==> src/rtl/udc_job_sequencer.sv <==
// Bus-master job sequencer for the 8-bit up/down counter: queues jobs, programs and verifies
// PLR/ULR/LLR/CCR, fires start, waits for end-of-cycle and reports per-job status.
module udc_job_sequencer #(
    parameter int unsigned DEPTH   = 2,
    parameter logic [15:0] TIMEOUT = 16'd65535,
    parameter bit          VERIFY  = 1'b1
) (
    input  logic       clk,
    input  logic       reset,
    input  logic       job_valid,
    output logic       job_ready,
    input  logic [7:0] job_plr,
    input  logic [7:0] job_ulr,
    input  logic [7:0] job_llr,
    input  logic [7:0] job_ccr,
    input  logic       abort,
    output logic [7:0] udc_dout,
    output logic       udc_doe,
    input  logic [7:0] udc_din,
    output logic       udc_ncs,
    output logic       udc_nrd,
    output logic       udc_nwr,
    output logic       udc_a1,
    output logic       udc_a0,
    output logic       udc_start,
    output logic       udc_reset,
    input  logic       udc_ec,
    input  logic       udc_err,
    output logic       busy,
    output logic       job_done,
    output logic       job_fail,
    output logic [1:0] fail_code
);
    localparam int unsigned AW = (DEPTH > 1) ? $clog2(DEPTH) : 1;
    localparam logic [AW:0] FullCount = (AW + 1)'(DEPTH);

    typedef enum logic [3:0] {
        StIdle, StCheck, StWrite, StGap, StRead, StStart, StWaitEc, StDone, StFail
    } state_e;

    state_e        state_q, state_d;
    logic [2:0]    cnt_q, cnt_d;
    logic [15:0]   timer_q, timer_d;
    logic [16:0]   timer_inc;
    logic [1:0]    fail_code_q, fail_code_d;
    logic [31:0]   job_q, job_d;
    logic [31:0]   mem_q [DEPTH];
    logic [AW-1:0] wr_ptr_q, rd_ptr_q;
    logic [AW:0]   count_q;
    logic          udc_reset_q;
    logic          push, pop, full, empty;
    logic [1:0]    sel;
    logic [7:0]    sel_byte;

    // Job queue
    assign full      = (count_q == FullCount);
    assign empty     = (count_q == '0);
    assign pop       = (state_q == StIdle) && !empty;
    assign job_ready = !full || pop;
    assign push      = job_valid && job_ready;

    always_ff @(posedge clk) begin
        if (push) mem_q[wr_ptr_q] <= {job_plr, job_ulr, job_llr, job_ccr};
    end

    always_ff @(posedge clk or negedge reset) begin
        if (!reset) begin
            wr_ptr_q <= '0;
            rd_ptr_q <= '0;
            count_q  <= '0;
        end else begin
            if (push) wr_ptr_q <= wr_ptr_q + AW'(1);
            if (pop)  rd_ptr_q <= rd_ptr_q + AW'(1);
            if (push && !pop)      count_q <= count_q + (AW + 1)'(1);
            else if (pop && !push) count_q <= count_q - (AW + 1)'(1);
        end
    end

    // Register select: write phase steps one register per cycle, read phase one per two cycles
    assign sel = (state_q == StRead) ? cnt_q[2:1] : cnt_q[1:0];

    always_comb begin
        sel_byte = job_q[7:0];
        unique case (sel)
            2'd0: sel_byte = job_q[31:24];
            2'd1: sel_byte = job_q[23:16];
            2'd2: sel_byte = job_q[15:8];
            2'd3: sel_byte = job_q[7:0];
        endcase
    end

    always_ff @(posedge clk or negedge reset) begin
        if (!reset) begin
            state_q     <= StIdle;
            cnt_q       <= '0;
            timer_q     <= '0;
            fail_code_q <= '0;
            job_q       <= '0;
            udc_reset_q <= 1'b0;
        end else begin
            state_q     <= state_d;
            cnt_q       <= cnt_d;
            timer_q     <= timer_d;
            fail_code_q <= fail_code_d;
            job_q       <= job_d;
            udc_reset_q <= (state_d != StFail);
        end
    end

    assign timer_inc = {1'b0, timer_q} + 17'd1;

    always_comb begin
        state_d     = state_q;
        cnt_d       = cnt_q;
        timer_d     = timer_q;
        fail_code_d = fail_code_q;
        job_d       = job_q;
        case (state_q)
            StIdle: begin
                if (pop) begin
                    job_d       = mem_q[rd_ptr_q];
                    fail_code_d = 2'b00;
                    state_d     = StCheck;
                end
            end
            StCheck: begin
                if (job_q[31:24] < job_q[15:8] || job_q[31:24] > job_q[23:16]) begin
                    fail_code_d = 2'b01;
                    state_d     = StFail;
                end else begin
                    cnt_d   = '0;
                    state_d = StWrite;
                end
            end
            StWrite: begin
                cnt_d = cnt_q + 3'd1;
                if (cnt_q[1:0] == 2'd3) state_d = StGap;
            end
            StGap: begin
                cnt_d = '0;
                if (VERIFY)                state_d = StRead;
                else if (job_q[7:0] == '0) state_d = StDone;
                else                       state_d = StStart;
            end
            StRead: begin
                cnt_d = cnt_q + 3'd1;
                if (cnt_q[0]) begin
                    if (udc_din != sel_byte) begin
                        fail_code_d = 2'b10;
                        state_d     = StFail;
                    end else if (cnt_q == 3'd7) begin
                        state_d = (job_q[7:0] == '0) ? StDone : StStart;
                    end
                end
            end
            StStart: begin
                timer_d = 16'd1;
                state_d = StWaitEc;
            end
            StWaitEc: begin
                timer_d = timer_inc[15:0];
                if (udc_ec) begin
                    state_d = StDone;
                end else if (udc_err) begin
                    fail_code_d = 2'b01;
                    state_d     = StFail;
                end else if (timer_inc >= {1'b0, TIMEOUT}) begin
                    fail_code_d = 2'b11;
                    state_d     = StFail;
                end
            end
            StDone: state_d = StIdle;
            StFail: begin
                cnt_d = cnt_q + 3'd1;
                if (cnt_q[0]) state_d = StIdle;
            end
            default: state_d = StIdle;
        endcase
        // Abort wins over everything, except once the job has already been resolved
        if (abort && state_q != StIdle && state_q != StDone && state_q != StFail) begin
            fail_code_d = 2'b11;
            state_d     = StFail;
        end
        if (state_d == StFail && state_q != StFail) cnt_d = '0;
    end

    always_comb begin
        udc_ncs   = 1'b1;
        udc_nrd   = 1'b1;
        udc_nwr   = 1'b1;
        udc_doe   = 1'b0;
        udc_dout  = '0;
        udc_a1    = 1'b0;
        udc_a0    = 1'b0;
        udc_start = 1'b0;
        job_done  = 1'b0;
        job_fail  = 1'b0;
        case (state_q)
            StWrite: begin
                udc_ncs          = 1'b0;
                udc_nwr          = 1'b0;
                udc_doe          = 1'b1;
                udc_dout         = sel_byte;
                {udc_a1, udc_a0} = sel;
            end
            StGap: begin
                udc_ncs          = 1'b0;
                {udc_a1, udc_a0} = 2'b11;
            end
            StRead: begin
                udc_ncs          = 1'b0;
                udc_nrd          = 1'b0;
                {udc_a1, udc_a0} = sel;
            end
            StStart: begin
                udc_ncs   = 1'b0;
                udc_start = 1'b1;
            end
            StWaitEc: udc_ncs  = 1'b0;
            StDone:   job_done = 1'b1;
            StFail:   job_fail = !cnt_q[0];
            default: ;
        endcase
    end

    assign busy      = (state_q != StIdle);
    assign fail_code = fail_code_q;
    assign udc_reset = udc_reset_q;
endmodule
==> config.mk <==
export PLATFORM = sky130hd
export DESIGN_NAME = udc_job_sequencer
export DESIGN_NICKNAME = d
export VERILOG_FILES = /design/src/rtl/udc_job_sequencer.sv
export SDC_FILE = /design/constraint.sdc
export NUM_CORES = 1
export LEC_CHECK = 0
export CAP_MARGIN = 20
export CORE_UTILIZATION = 52
export CTS_CLUSTER_SIZE = 24
export DETAILED_ROUTE_END_ITERATION = 6
export GPL_TIMING_DRIVEN = 0
export PLACE_DENSITY = 0.88
export SETUP_SLACK_MARGIN = 0.15
export SLEW_MARGIN = 20
export SYNTH_ARGS = -nofsm -noshare
export SYNTH_HDL_FRONTEND = slang
export SYNTH_SLANG_ARGS = --single-unit
==> constraint.sdc <==
create_clock -name clk -period 3 [get_ports clk]
set_input_delay 0.45 -clock clk [delete_from_list [all_inputs] [get_ports clk]]
set_output_delay 0.45 -clock clk [all_outputs]
set_load 0.03 [all_outputs]
==> results of run 1 <==
==> power groups by stage <==
stage / sequential (W) / clock [W] / combinational (W)
3_5_place_dp: 0.00284 / 0 / 0.00384
5_1_grt: 0.00291 / 0.00213 / 0.00509
3_3_place_gp: 0.00282 / 0 / 0.00364
6_report: 0.00286 / 0.00203 / 0.00472
2_1_floorplan: 0.00272 / 0 / 0.00276
4_1_cts: 0.00283 / 0.00206 / 0.00441
==> synth_stat cells, types with 7 or more instances <==
cell type	n	area share
sky130_fd_sc_hd__nor2b_1	12	0.011
sky130_fd_sc_hd__a31oi_1	15	0.014
sky130_fd_sc_hd__o2111a_1	7	0.012
sky130_fd_sc_hd__mux2i_1	42	0.062
sky130_fd_sc_hd__nor2_1	81	0.045
sky130_fd_sc_hd__nand3_1	13	0.0096
sky130_fd_sc_hd__nor3b_1	7	0.0077
sky130_fd_sc_hd__edfxtp_1	64	0.28
sky130_fd_sc_hd__xor2_1	9	0.012
sky130_fd_sc_hd__inv_1	23	0.013
sky130_fd_sc_hd__and3_1	7	0.0065
sky130_fd_sc_hd__nand2b_1	10	0.0092
sky130_fd_sc_hd__o21ai_0	39	0.029
sky130_fd_sc_hd__nand4_1	10	0.0092
sky130_fd_sc_hd__a2111oi_0	8	0.010
sky130_fd_sc_hd__dfrtp_1	62	0.23
sky130_fd_sc_hd__a21oi_1	48	0.035
sky130_fd_sc_hd__clkbuf_1	32	0.018
sky130_fd_sc_hd__nand2_1	34	0.019
sky130_fd_sc_hd__ha_1	20	0.037
==> metrics by stage <==
stage / setup WS [ps] / setup TNS, ps
6_report: -273 / -1790
5_1_grt: -453 / -3830
4_1_cts: -205 / -713
3_5_place_dp: -458 / -4400
3_3_place_gp: -394 / -27650
2_1_floorplan: -1.36 / -1.36
==> cells by family after synthesis <==
family / after synthesis / synth area share
XOR/XNOR: 12 / 0.0155
adder cells (fa/ha/maj): 20 / 0.0369
AO/OA/AOI/OAI: 161 / 0.153
flip-flops: 126 / 0.512
multiplexers: 48 / 0.0719
AND/OR/NAND/NOR: 219 / 0.168
buffers and inverters: 68 / 0.0421
==> metal layers <==
metal | global-route usage | vias up
met3 | 0.0592 | 38
met4 | 0.119 | 0
met5 | 0 | -
met2 | 0.476 | 299
li1 | - | 2671
met1 | 0.340 | 2834
==> cells in the final DEF (no fill, tap or decap), types with 5 or more instances in the layout <==
master | Yosys | routed
sky130_fd_sc_hd__nor2_2 | 0 | 5
sky130_fd_sc_hd__clkbuf_2 | 0 | 9
sky130_fd_sc_hd__nand2b_1 | 10 | 10
sky130_fd_sc_hd__o31ai_1 | 6 | 5
sky130_fd_sc_hd__ha_1 | 20 | 20
sky130_fd_sc_hd__a21oi_1 | 48 | 46
sky130_fd_sc_hd__buf_4 | 0 | 26
sky130_fd_sc_hd__dfrtp_1 | 62 | 61
sky130_fd_sc_hd__and2_1 | 5 | 5
sky130_fd_sc_hd__nand3b_1 | 6 | 6
sky130_fd_sc_hd__clkbuf_16 | 0 | 17
sky130_fd_sc_hd__xor2_1 | 9 | 9
sky130_fd_sc_hd__buf_6 | 3 | 17
sky130_fd_sc_hd__and3_1 | 7 | 6
sky130_fd_sc_hd__inv_1 | 23 | 23
sky130_fd_sc_hd__nand3_1 | 13 | 13
sky130_fd_sc_hd__nor2_4 | 0 | 7
sky130_fd_sc_hd__nand2_1 | 34 | 33
sky130_fd_sc_hd__o21ai_0 | 39 | 34
sky130_fd_sc_hd__nor2b_1 | 12 | 12
sky130_fd_sc_hd__mux2i_1 | 42 | 38
sky130_fd_sc_hd__edfxtp_1 | 64 | 64
sky130_fd_sc_hd__nand4_1 | 10 | 10
sky130_fd_sc_hd__nor3b_1 | 7 | 5
sky130_fd_sc_hd__nor2_1 | 81 | 69
sky130_fd_sc_hd__o2111a_1 | 7 | 7
sky130_fd_sc_hd__clkbuf_1 | 32 | 22
sky130_fd_sc_hd__clkdlybuf4s50_1 | 0 | 50
sky130_fd_sc_hd__and4_1 | 6 | 6
sky130_fd_sc_hd__or4_4 | 1 | 5
sky130_fd_sc_hd__a31oi_1 | 15 | 14
==> area by class of cell <==
class,count,area share
flip-flops and latches,126,0.386
multi-input cells,460,0.376
well taps,172,0.0239
clock inverters,15,0.0179
clock buffers,17,0.0472
plain buffers,43,0.0278
repair buffers,100,0.111
inverters,24,0.0100
==> worst max-delay path: stages (launching register included) <==
cell	delay, ps
sky130_fd_sc_hd__dfrtp_1	390
sky130_fd_sc_hd__buf_6	130
sky130_fd_sc_hd__nor4b_4	310
sky130_fd_sc_hd__inv_2	90
sky130_fd_sc_hd__buf_6	150
sky130_fd_sc_hd__o2111a_1	140
sky130_fd_sc_hd__or4_4	550
sky130_fd_sc_hd__xor2_1	210
sky130_fd_sc_hd__nand4_1	200
sky130_fd_sc_hd__or4_4	470
sky130_fd_sc_hd__or3b_1	390
sky130_fd_sc_hd__a31oi_1	160
==> worst paths after layout <==
check | startpoint | end | slack, ps | cells after the start
min in group clk | count_q[1]$_DFFE_PN0P_ | count_q[1]$_DFFE_PN0P_ | 500 | 1
hold reg to reg | count_q[1]$_DFFE_PN0P_ | count_q[1]$_DFFE_PN0P_ | 500 | 1
max in group asynchronous | reset | job_q[7]$_DFFE_PN0P_ | 1990 | 3
setup reg to reg | state_q[0]$_DFF_PN0_ | state_q[1]$_DFF_PN0_ | -270 | 11
hold / removal | reset | timer_q[8]$_DFFE_PN0P_ | 480 | 2
setup / recovery | state_q[0]$_DFF_PN0_ | state_q[1]$_DFF_PN0_ | -270 | 11
==> flip-flops by register name, summed over array words and instances, names as in the netlist <==
| register | flops |
|---|---|
| rd_ptr_q | 1 |
| udc_reset | 1 |
| count_q | 2 |
| mem_q | 64 |
| cnt_q | 3 |
| state_q | 4 |
| fail_code | 2 |
| wr_ptr_q | 1 |
| timer_q | 16 |
| job_q | 32 |
==> repair_timing <==
action | CTS | global route
endpoints found under the setup margin | 28 | 37
resized for setup | 131 | 51
pin swaps | 19 | 18
hold buffers | 1 | 0
endpoints found under the hold margin | 25 | 0
setup buffers | 26 | 3
cloned | 1 | 0
==> key figures, run 1 <==
Power and ir drop
  – Highest ir drop seen on vdd: 0.742 mV
  – Power per cell area: about 1100 mW/mm^2
  – P_int: about 0.0056 W
  – Clock power share: 0.211
  – Standby leakage power: about 3.6 nW
  – Net Switching: 0.00398 W
  – Combinational share of power: 0.491
  – Proportion of power drawn by flip-flops and latches: 0.298
  – Sw Share: 0.414
  – Tot Pwr: between 0.009 and 0.01 W

Routing
  – Met3 Wirelength: 1300 um
  – Wire length per cell after detailed routing: 18.8 um
  – M1 WL: 7150 um
  – Number of iterations in the first detailed-routing pass: 4
  – Detailed route wirelength on metal2: 9170 um
  – Final antenna-violating net count: 0
  – Number of remaining DRC errors: 0
  – Detailed-route vias per instance: 6.10
  – Post-detailed-routing wire length: 18000 um
  – Vias post-DR: around 5800
  – Highest routed layer: met4
  – Starting DRT DRC Count: 541

CTS
  – Number of CTS-inserted buffers: 17
  – Clock Sink Count: 126
  – Skew-Pair Late Insertion Delay: about 420 ps
  – Clock Path Buffers: 2
  – TritonCTS clock tree: built
  – Worst-path clk slew: roughly 70 ps
  – Clock root cell: sky130_fd_sc_hd__clkbuf_16
  – H-tree levels: 4

Setup path
  – Critical Path RT: 3350 ps
  – Setup CP Type: reg -> reg
  – Arrival time at the worst endpoint: 3620 ps
  – Critical Path Sink Type: flip-flop
  – Startpoint kind of the worst setup timing path: flip-flop
  – Worst Path Max Fanout: 6

Timing
  – Max-slew violations: 0
  – Portion of the clock cycle consumed by the worst path in the final layout: 1.09
  – Final period demand of the worst path: 3270 ps
  – Highest clock rate: 306 MHz
  – Worst slack on hold paths: 483 ps
  – RSZ-0062 raised after global routing: true
  – Worst setup margin: -273 ps
  – Setup violators final: 13
  – Fin Clk Skew: around 13 ps
  – Slew Limit Headroom: 0.490
  – Final hold vios: 0
  – Worst slew pin tran: 764 ps

Min path
  – Hold/Removal Path Class: in -> async

Status
  – Result of the run: finished, violations left
  – Failing checks: setup timing

Global route
  – All-layer global routing usage: 0.278
  – Initial antenna violation count: 0
  – Maximum number of pins on one net before global-route repair: 38
  – First-pass GRT wire length: 28100 um
  – Via count of the first global-routing pass: 5733
  – Overall overflow remaining after global route: 0

Job
  – Max-cap violations: 0

Die
  – Core Area: 0.0127 sq mm
  – Die outline area: about 0.014 sq mm
  – Initial cell density of the core: 0.535
  – Number of primary I/O pins: 68
  – DIE WIDTH: 116 um
  – Height of the die: 116 um
  – Site Rows: 41

Synth
  – Cell area after synthesis: 0.00678 sq mm
  – Fraction of synthesis flops using an asynchronous set or reset pin: 0.492
  – Synth Area per Inst: 10.4 sq um
  – Most frequently used flop master after synthesis: sky130_fd_sc_hd__edfxtp_1
  – Flop and latch count out of synthesis: 126
  – Post-synthesis net count: 720
  – Number of warnings reported in the yosys synthesis log: 0
  – Synthesized netlist cell count: approximately 650
  – Sequential-to-total area share from yosys stat: 0.512
  – Number of library cell types mapped by synthesis: 60
  – Count of flip-flops with a built-in enable after synthesis: 64

Placement
  – Standard cell area after detailed placement: between 0.007 and 0.008 sq mm
  – Final GP Congestion: 0.918
  – Quantity of I/O buffers inserted on ports: 67
  – Number of placed instances with taps included: 895
  – Detail Placement HPWL: ~12000 um

Layout
  – Layout area overhead: 32.8%
  – Final Util: 0.711
  – NumNets Final: 838
  – Post-route cell area: 0.00901 sq mm
  – Area used by sequential logic in the layout: 0.00347 sq mm
  – Total area of multi-input combinational cells: 0.00339 sq mm
  – Final antenna diode count: 0
  – Share of final-layout standard cells stronger than drive strength 1: 0.205
  – Filler cell count: 889
  – Post-Layout Cell Count: about 960
Power figures use the tool's default switching activity.
==> run 2, diff against run 1 <==
REMOVE_ABC_BUFFERS = 1   (was not set)
==> key figures, run 2 (synthesis gave the netlist of run 1 again) <==
Status
  – Result of the run: finished, violations left (unchanged)
  – Failing checks: setup timing (unchanged)

Global route
  – Maximum number of pins on one net before global-route repair: 45 (was 38)
  – Overall overflow remaining after global route: 0 (unchanged)
  – First-pass GRT wire length: 27400 um (was 28100 um)
  – Initial antenna violation count: 0 (unchanged)
  – All-layer global routing usage: 0.266 (was 0.278)
  – Via count of the first global-routing pass: 5616 (was 5733)

Timing
  – Final period demand of the worst path: 3180 ps (was 3270 ps)
  – Setup violators final: 7 (was 13)
  – RSZ-0062 raised after global routing: true (unchanged)
  – Slew Limit Headroom: 0.362 (was 0.490)
  – Worst slew pin tran: 954 ps (was 764 ps)
  – Portion of the clock cycle consumed by the worst path in the final layout: 1.06 (was 1.09)
  – Max-slew violations: 0 (unchanged)
  – Worst slack on hold paths: 490 ps (was 483 ps)
  – Highest clock rate: 314 MHz (was 306 MHz)
  – Final hold vios: 0 (unchanged)
  – Worst setup margin: -185 ps (was -273 ps)
  – Fin Clk Skew: 11.5 ps (was 12.7 ps)

Setup path
  – Startpoint kind of the worst setup timing path: flip-flop (unchanged)
  – Launch point of the critical path: state_q[1]$_DFF_PN0_ (was state_q[0]$_DFF_PN0_)
  – Origin of the critical flop-to-flop path: state_q[1]$_DFF_PN0_ (was state_q[0]$_DFF_PN0_)
  – Cell chain of the critical path: nor4b_4, buf_6, buf_12, inv_8, o2111a_1, or4_4, xor2_2, nand4_1, or4_4, or3b_1, a31oi_1 (was buf_6, nor4b_4, inv_2, buf_6, o2111a_1, or4_4, xor2_1, nand4_1, or4_4, or3b_1, a31oi_1)
  – Critical Path Slowest Stage Cell: sky130_fd_sc_hd__or4_4 (unchanged)
  – Largest incremental delay on the critical path: 550 ps (about the same)
  – Arrival time at the worst endpoint: 3520 ps (was 3620 ps)
  – Critical Path Sink Type: flip-flop (unchanged)
  – Setup CP Type: reg -> reg (unchanged)
  – Worst Path Max Fanout: 5 (was 6)
  – Minimum setup slack among reg-to-reg paths: -180 ps (was -270 ps)
  – Critical Path RT: 3340 ps (was 3350 ps)
  – Cell type with the highest occurrence count on the critical path: sky130_fd_sc_hd__or4_4

Routing
  – Number of iterations in the first detailed-routing pass: 5 (was 4)
  – Vias post-DR: 5700 (was 5842)
  – Post-detailed-routing wire length: 17700 um (was 18000 um)
  – Number of remaining DRC errors: 0 (unchanged)
  – Starting DRT DRC Count: 802 (was 541)
  – Wire length per cell after detailed routing: 19.4 um (was 18.8 um)
  – Detailed-route vias per instance: 6.26 (was 6.10)
  – Final antenna-violating net count: 0 (unchanged)

CTS
  – Number of CTS-inserted buffers: 17 (unchanged)
  – Clock Path Buffers: 2 (unchanged)
  – Clock Sink Count: 126 (unchanged)
  – TritonCTS clock tree: built (unchanged)
  – Clock root cell: sky130_fd_sc_hd__clkbuf_16 (unchanged)
  – Worst-path clk slew: 60 ps (was 70 ps)
  – Skew-Pair Late Insertion Delay: 430 ps (was 420 ps)
  – H-tree levels: 4 (unchanged)

Layout
  – Most common library cell in the layout ignoring fill and taps: sky130_fd_sc_hd__nor2_1 (unchanged)
  – NumNets Final: 792 (was 838)
  – Share of final-layout standard cells stronger than drive strength 1: 0.164 (was 0.205)
  – Flip-flop count of the largest register, all copies and words added: 64 (unchanged)
  – Most flops, register: mem_q (unchanged)
  – Total area of multi-input combinational cells: 0.00323 sq mm (was 0.00339 sq mm)
  – Area used by sequential logic in the layout: 0.00349 sq mm (was 0.00347 sq mm)
  – Layout area overhead: 26.4% (was 32.8%)
  – Final antenna diode count: 0 (unchanged)
  – Commonest cells after routing, fill and taps aside: sky130_fd_sc_hd__nor2_1, sky130_fd_sc_hd__edfxtp_1, sky130_fd_sc_hd__dfrtp_1 (unchanged)
  – Largest registers: mem_q x64, job_q x32, timer_q x16 (unchanged)
  – Filler cell count: 902 (was 889)

Die
  – Core Area: 0.0127 sq mm (unchanged)
  – Initial cell density of the core: 0.535 (unchanged)
  – Height of the die: 116 um (unchanged)
  – Die outline area: 0.0135 sq mm (unchanged)
  – Site Rows: 41 (unchanged)
  – DIE WIDTH: 116 um (unchanged)
  – Number of primary I/O pins: 68 (unchanged)

Power and ir drop
  – P_int: 0.00534 W (was 0.00563 W)
  – Sw Share: 0.411 (was 0.414)
  – Proportion of power drawn by flip-flops and latches: 0.335 (was 0.298)
  – Standby leakage power: 3.43 nW (was 3.62 nW)
  – Combinational share of power: 0.445 (was 0.491)
  – Tot Pwr: 0.00906 W (was 0.00961 W)
  – Highest ir drop seen on vdd: 0.547 mV (was 0.742 mV)
  – Net Switching: 0.00372 W (was 0.00398 W)
  – Clock power share: 0.221 (was 0.211)
  – Power per cell area: 1060 mW/mm^2 (was 1070 mW/mm^2)

Job
  – Max-cap violations: 0 (unchanged)

Placement
  – Final GP Congestion: 0.903 (was 0.918)
  – Detail Placement HPWL: 10200 um (was 12300 um)
  – Quantity of I/O buffers inserted on ports: 67 (unchanged)

Min path
  – Hold/Removal Path Class: in -> async (unchanged)
[run 2: through the flow]
stage               cells  TNS [ps]  cell area [sq um]   util  setup slack (ps)
floorplan             610    -45500               6590      -             -1360
global placement      849   -116530               7470  0.590             -2300
detailed placement    854    -22460               7580  0.598             -1530
CTS                   905      -447               8400  0.663              -171
global route          911     -1590               8570  0.677              -278
finish                911      -732               8570  0.677              -185
[run 2: layout make-up]
class / instances / area share
timing repair inverter: 2 / 0.00175
multi-input combinational: 460 / 0.377
inverter: 24 / 0.0114
sequential: 126 / 0.407
clock inverter: 13 / 0.0162
tap: 172 / 0.0251
clock buffer: 19 / 0.0505
timing repair buffer: 95 / 0.111
[run 2: power by group through the flow]
stage               sequential [W]  clock, W  combinational [W]
floorplan                  0.00299         0            0.00235
global placement           0.00313         0            0.00293
detailed placement         0.00310         0            0.00333
CTS                        0.00301   0.00201            0.00368
global route               0.00309   0.00210            0.00435
finish                     0.00303   0.00200            0.00403
[run 2: critical path: cells and delay by family, from the launching register on]
family	cells	cell delay, ps
buffers and inverters	3	310
AO/OA/AOI/OAI	2	300
flip-flops	1	420
XOR/XNOR	1	170
AND/OR/NAND/NOR	5	1890
[run 2: metal layers]
layer	GRT usage	wire, um	vias up
li1	-	-	2570
met1	0.325	6850	2698
met2	0.446	8670	351
met3	0.0560	1440	81
met4	0.143	731	0
met5	0	0	-
[run 2: worst paths after layout]
check                                         end  cells after the start
min                        timer_q[9]$_DFFE_PN0P_                      2
max reg2reg                  state_q[1]$_DFF_PN0_                     11
max in group asynchronous    cnt_q[0]$_DFFE_PN0P_                      3
min in group clk           timer_q[8]$_DFFE_PN0P_                      1
max                          state_q[1]$_DFF_PN0_                     11
min reg2reg                timer_q[8]$_DFFE_PN0P_                      1
[run 2: what timing repair did]
action,4_1_cts,5_1_grt
endpoints found under the hold margin,30,0
setup buffers,16,5
gates cloned,2,1
endpoints found under the setup margin,23,22
hold buffers,1,0
pin swaps,6,4
resized for setup,86,32
==> run 3, diff against run 2 <==
CAP_MARGIN = 10   (was 20)
GPL_TIMING_DRIVEN = 1   (was 0)
==> key figures, run 3 (synthesis gave the netlist of run 1 again) <==
Layout
  – Final antenna diode count: 0 (unchanged)
  – Post-route cell area: 0.00848 sq mm (was 0.00857 sq mm)
  – Commonest cells after routing, fill and taps aside: sky130_fd_sc_hd__nor2_1, sky130_fd_sc_hd__edfxtp_1, sky130_fd_sc_hd__dfrtp_1 (unchanged)
  – Largest registers: mem_q x64, job_q x32, timer_q x16 (unchanged)
  – Share of final-layout standard cells stronger than drive strength 1: 0.157 (was 0.164)
  – Most flops, register: mem_q (unchanged)
  – Most common library cell in the layout ignoring fill and taps: sky130_fd_sc_hd__nor2_1 (unchanged)
  – Layout area overhead: 25.0% (was 26.4%)
  – NumNets Final: 800 (was 792)
  – Flip-flop count of the largest register, all copies and words added: 64 (unchanged)

Setup path
  – Critical Path RT: 3350 ps (was 3340 ps)
  – Cell type with the highest occurrence count on the critical path: sky130_fd_sc_hd__buf_6 (was sky130_fd_sc_hd__or4_4)
  – Arrival time at the worst endpoint: 3380 ps (was 3520 ps)
  – Number of buffers and inverters on the critical path: 3 (unchanged)
  – Largest incremental delay on the critical path: 570 ps (was 550 ps)
  – Startpoint kind of the worst setup timing path: flip-flop (unchanged)
  – Worst Path Max Fanout: 8 (was 5)
  – Cell chain of the critical path: nor4b_4, buf_6, clkinvlp_4, buf_6, mux2i_2, and3_1, a311oi_2, nand4_1, or4_4, or3b_1, a31oi_1 (was nor4b_4, buf_6, buf_12, inv_8, o2111a_1, or4_4, xor2_2, nand4_1, or4_4, or3b_1, a31oi_1)
  – Critical Path Sink Type: flip-flop (unchanged)
  – Setup CP Type: reg -> reg (unchanged)
  – Critical Path Slowest Stage Cell: sky130_fd_sc_hd__or4_4 (unchanged)
  – Cell class contributing the biggest share of worst-path delay: simple AND/OR/NAND/NOR gates (unchanged)

Min path
  – Hold/Removal Path Class: in -> async (unchanged)

Timing
  – Setup violators final: 1 (was 7)
  – RSZ-0062 raised after global routing: true (unchanged)
  – Highest clock rate: 330 MHz (was 314 MHz)
  – Final hold vios: 0 (unchanged)
  – Max-slew violations: 0 (unchanged)
  – Final period demand of the worst path: 3030 ps (was 3180 ps)
  – Worst slew pin tran: 947 ps (was 954 ps)
  – Portion of the clock cycle consumed by the worst path in the final layout: 1.01 (was 1.06)
  – Fin Clk Skew: 10.8 ps (was 11.5 ps)
  – Slew Limit Headroom: 0.369 (was 0.362)
  – Worst setup margin: -27.6 ps (was -185 ps)

Power and ir drop
  – Highest ir drop seen on vdd: 0.632 mV (was 0.547 mV)
  – Power per cell area: 1040 mW/mm^2 (was 1060 mW/mm^2)
  – Standby leakage power: 3.39 nW (was 3.43 nW)

Die
  – Height of the die: 116 um (unchanged)
  – Die outline area: 0.0135 sq mm (unchanged)
  – Site Rows: 41 (unchanged)
  – Core Area: 0.0127 sq mm (unchanged)
  – Number of primary I/O pins: 68 (unchanged)
  – Initial cell density of the core: 0.535 (unchanged)
  – DIE WIDTH: 116 um (unchanged)

Placement
  – Final GP Congestion: 0.901 (was 0.903)
  – Quantity of I/O buffers inserted on ports: 67 (unchanged)
  – Pre-CTS setup slack: -111 ps (was -1530 ps)
  – Standard cell area after detailed placement: 0.00768 sq mm (was 0.00758 sq mm)
  – Detail Placement HPWL: 10900 um (was 10200 um)

Status
  – Failing checks: setup timing (unchanged)
  – Result of the run: finished, violations left (unchanged)

CTS
  – Clock Sink Count: 126 (unchanged)
  – Clock Path Buffers: 2 (unchanged)
  – Skew-Pair Late Insertion Delay: 430 ps (about the same)
  – Worst-path clk slew: 60 ps (about the same)
  – Number of CTS-inserted buffers: 17 (unchanged)
  – CTS Hold Buffers Added: 0 (was 1)
  – TritonCTS clock tree: built (unchanged)
  – Clock root cell: sky130_fd_sc_hd__clkbuf_16 (unchanged)
  – H-tree levels: 4 (unchanged)

Global route
  – Initial antenna violation count: 0 (unchanged)
  – Maximum number of pins on one net before global-route repair: 66 (was 45)
  – Overall overflow remaining after global route: 0 (unchanged)
  – First-pass GRT wire length: 26000 um (was 27400 um)
  – Via count of the first global-routing pass: 5286 (was 5616)
  – All-layer global routing usage: 0.257 (was 0.266)

Routing
  – Post-detailed-routing wire length: 16400 um (was 17700 um)
  – Detailed-route vias per instance: 5.93 (was 6.26)
  – Vias post-DR: 5452 (was 5700)
  – Starting DRT DRC Count: 600 (was 802)
  – Number of iterations in the first detailed-routing pass: 5 (unchanged)
  – Number of remaining DRC errors: 0 (unchanged)
  – Wire length per cell after detailed routing: 17.8 um (was 19.4 um)
  – Final antenna-violating net count: 0 (unchanged)

Job
  – Max-cap violations: 0 (unchanged)
==> run 3: cell count changes in the layout (fill, tap and decap cells not counted), sizes merged, moves of 2 or more <==
cell,delta
clkinvlp,+3
inv,-2
buf,+10
clkinv,-2
==> run 3: power breakdown <==
part           total, W  internal (W)  leakage [nW]  switching (W)
combinational   0.00390       0.00170          1.79        0.00221
sequential      0.00298       0.00241          1.34       0.000567
clock           0.00195       0.00116         0.263       0.000785
==> run 3: area by class of cell <==
cell class,instances,area (sq um)
Clock buffer,20,447
Sequential cell,126,3480
Inverter,24,92.6
Tap cell,172,215
Timing Repair Buffer,104,967
Timing Repair inverter,1,7.51
Multi-Input combinational cell,460,3160
Clock inverter,12,114
Fill cell,1001,4190
==> run 3: layer usage <==
layer	share of wire	track usage	up-vias	wire, um
met2	0.49	0.425	176	8030
met3	0.047	0.0633	33	763
met4	0.021	0.0906	0	340
li1	-	-	2596	-
met5	0	0	-	0
met1	0.44	0.330	2647	7240
==> run 3: final timing paths <==
check                                     startpoint                      end  slack [ps]  cells after the start
worst max-delay path            state_q[1]$_DFF_PN0_     state_q[1]$_DFF_PN0_         -30                     11
worst min-delay path                           reset  timer_q[13]$_DFFE_PN0P_         180                      2
worst max register to register  state_q[1]$_DFF_PN0_     state_q[1]$_DFF_PN0_         -30                     11
worst min register to register  wr_ptr_q$_DFFE_PN0P_     wr_ptr_q$_DFFE_PN0P_         510                      1
max in group asynchronous                      reset     cnt_q[0]$_DFFE_PN0P_        2210                      2
min in group clk                wr_ptr_q$_DFFE_PN0P_     wr_ptr_q$_DFFE_PN0P_         510                      1
==> run 3: repair_timing <==
action,in CTS,in global routing
setup buffers,5,4
gates cloned,1,0
endpoints found under the hold margin,0,0
setup endpoints to repair,21,21
pin swaps,14,13
resized for setup,29,22
==> run 3: stage by stage <==
stage          hold slack [ps]  utilization  instances  total power [W]  TNS (ps)
2_1_floorplan              154            -        610          0.00534    -45500
3_3_place_gp               481        0.606        877          0.00637     -75.7
3_5_place_dp               500        0.606        877          0.00655      -154
4_1_cts                    219        0.661        915          0.00868         0
5_1_grt                    273        0.669        919          0.00939      -342
6_report                   180        0.669        919          0.00883     -27.6
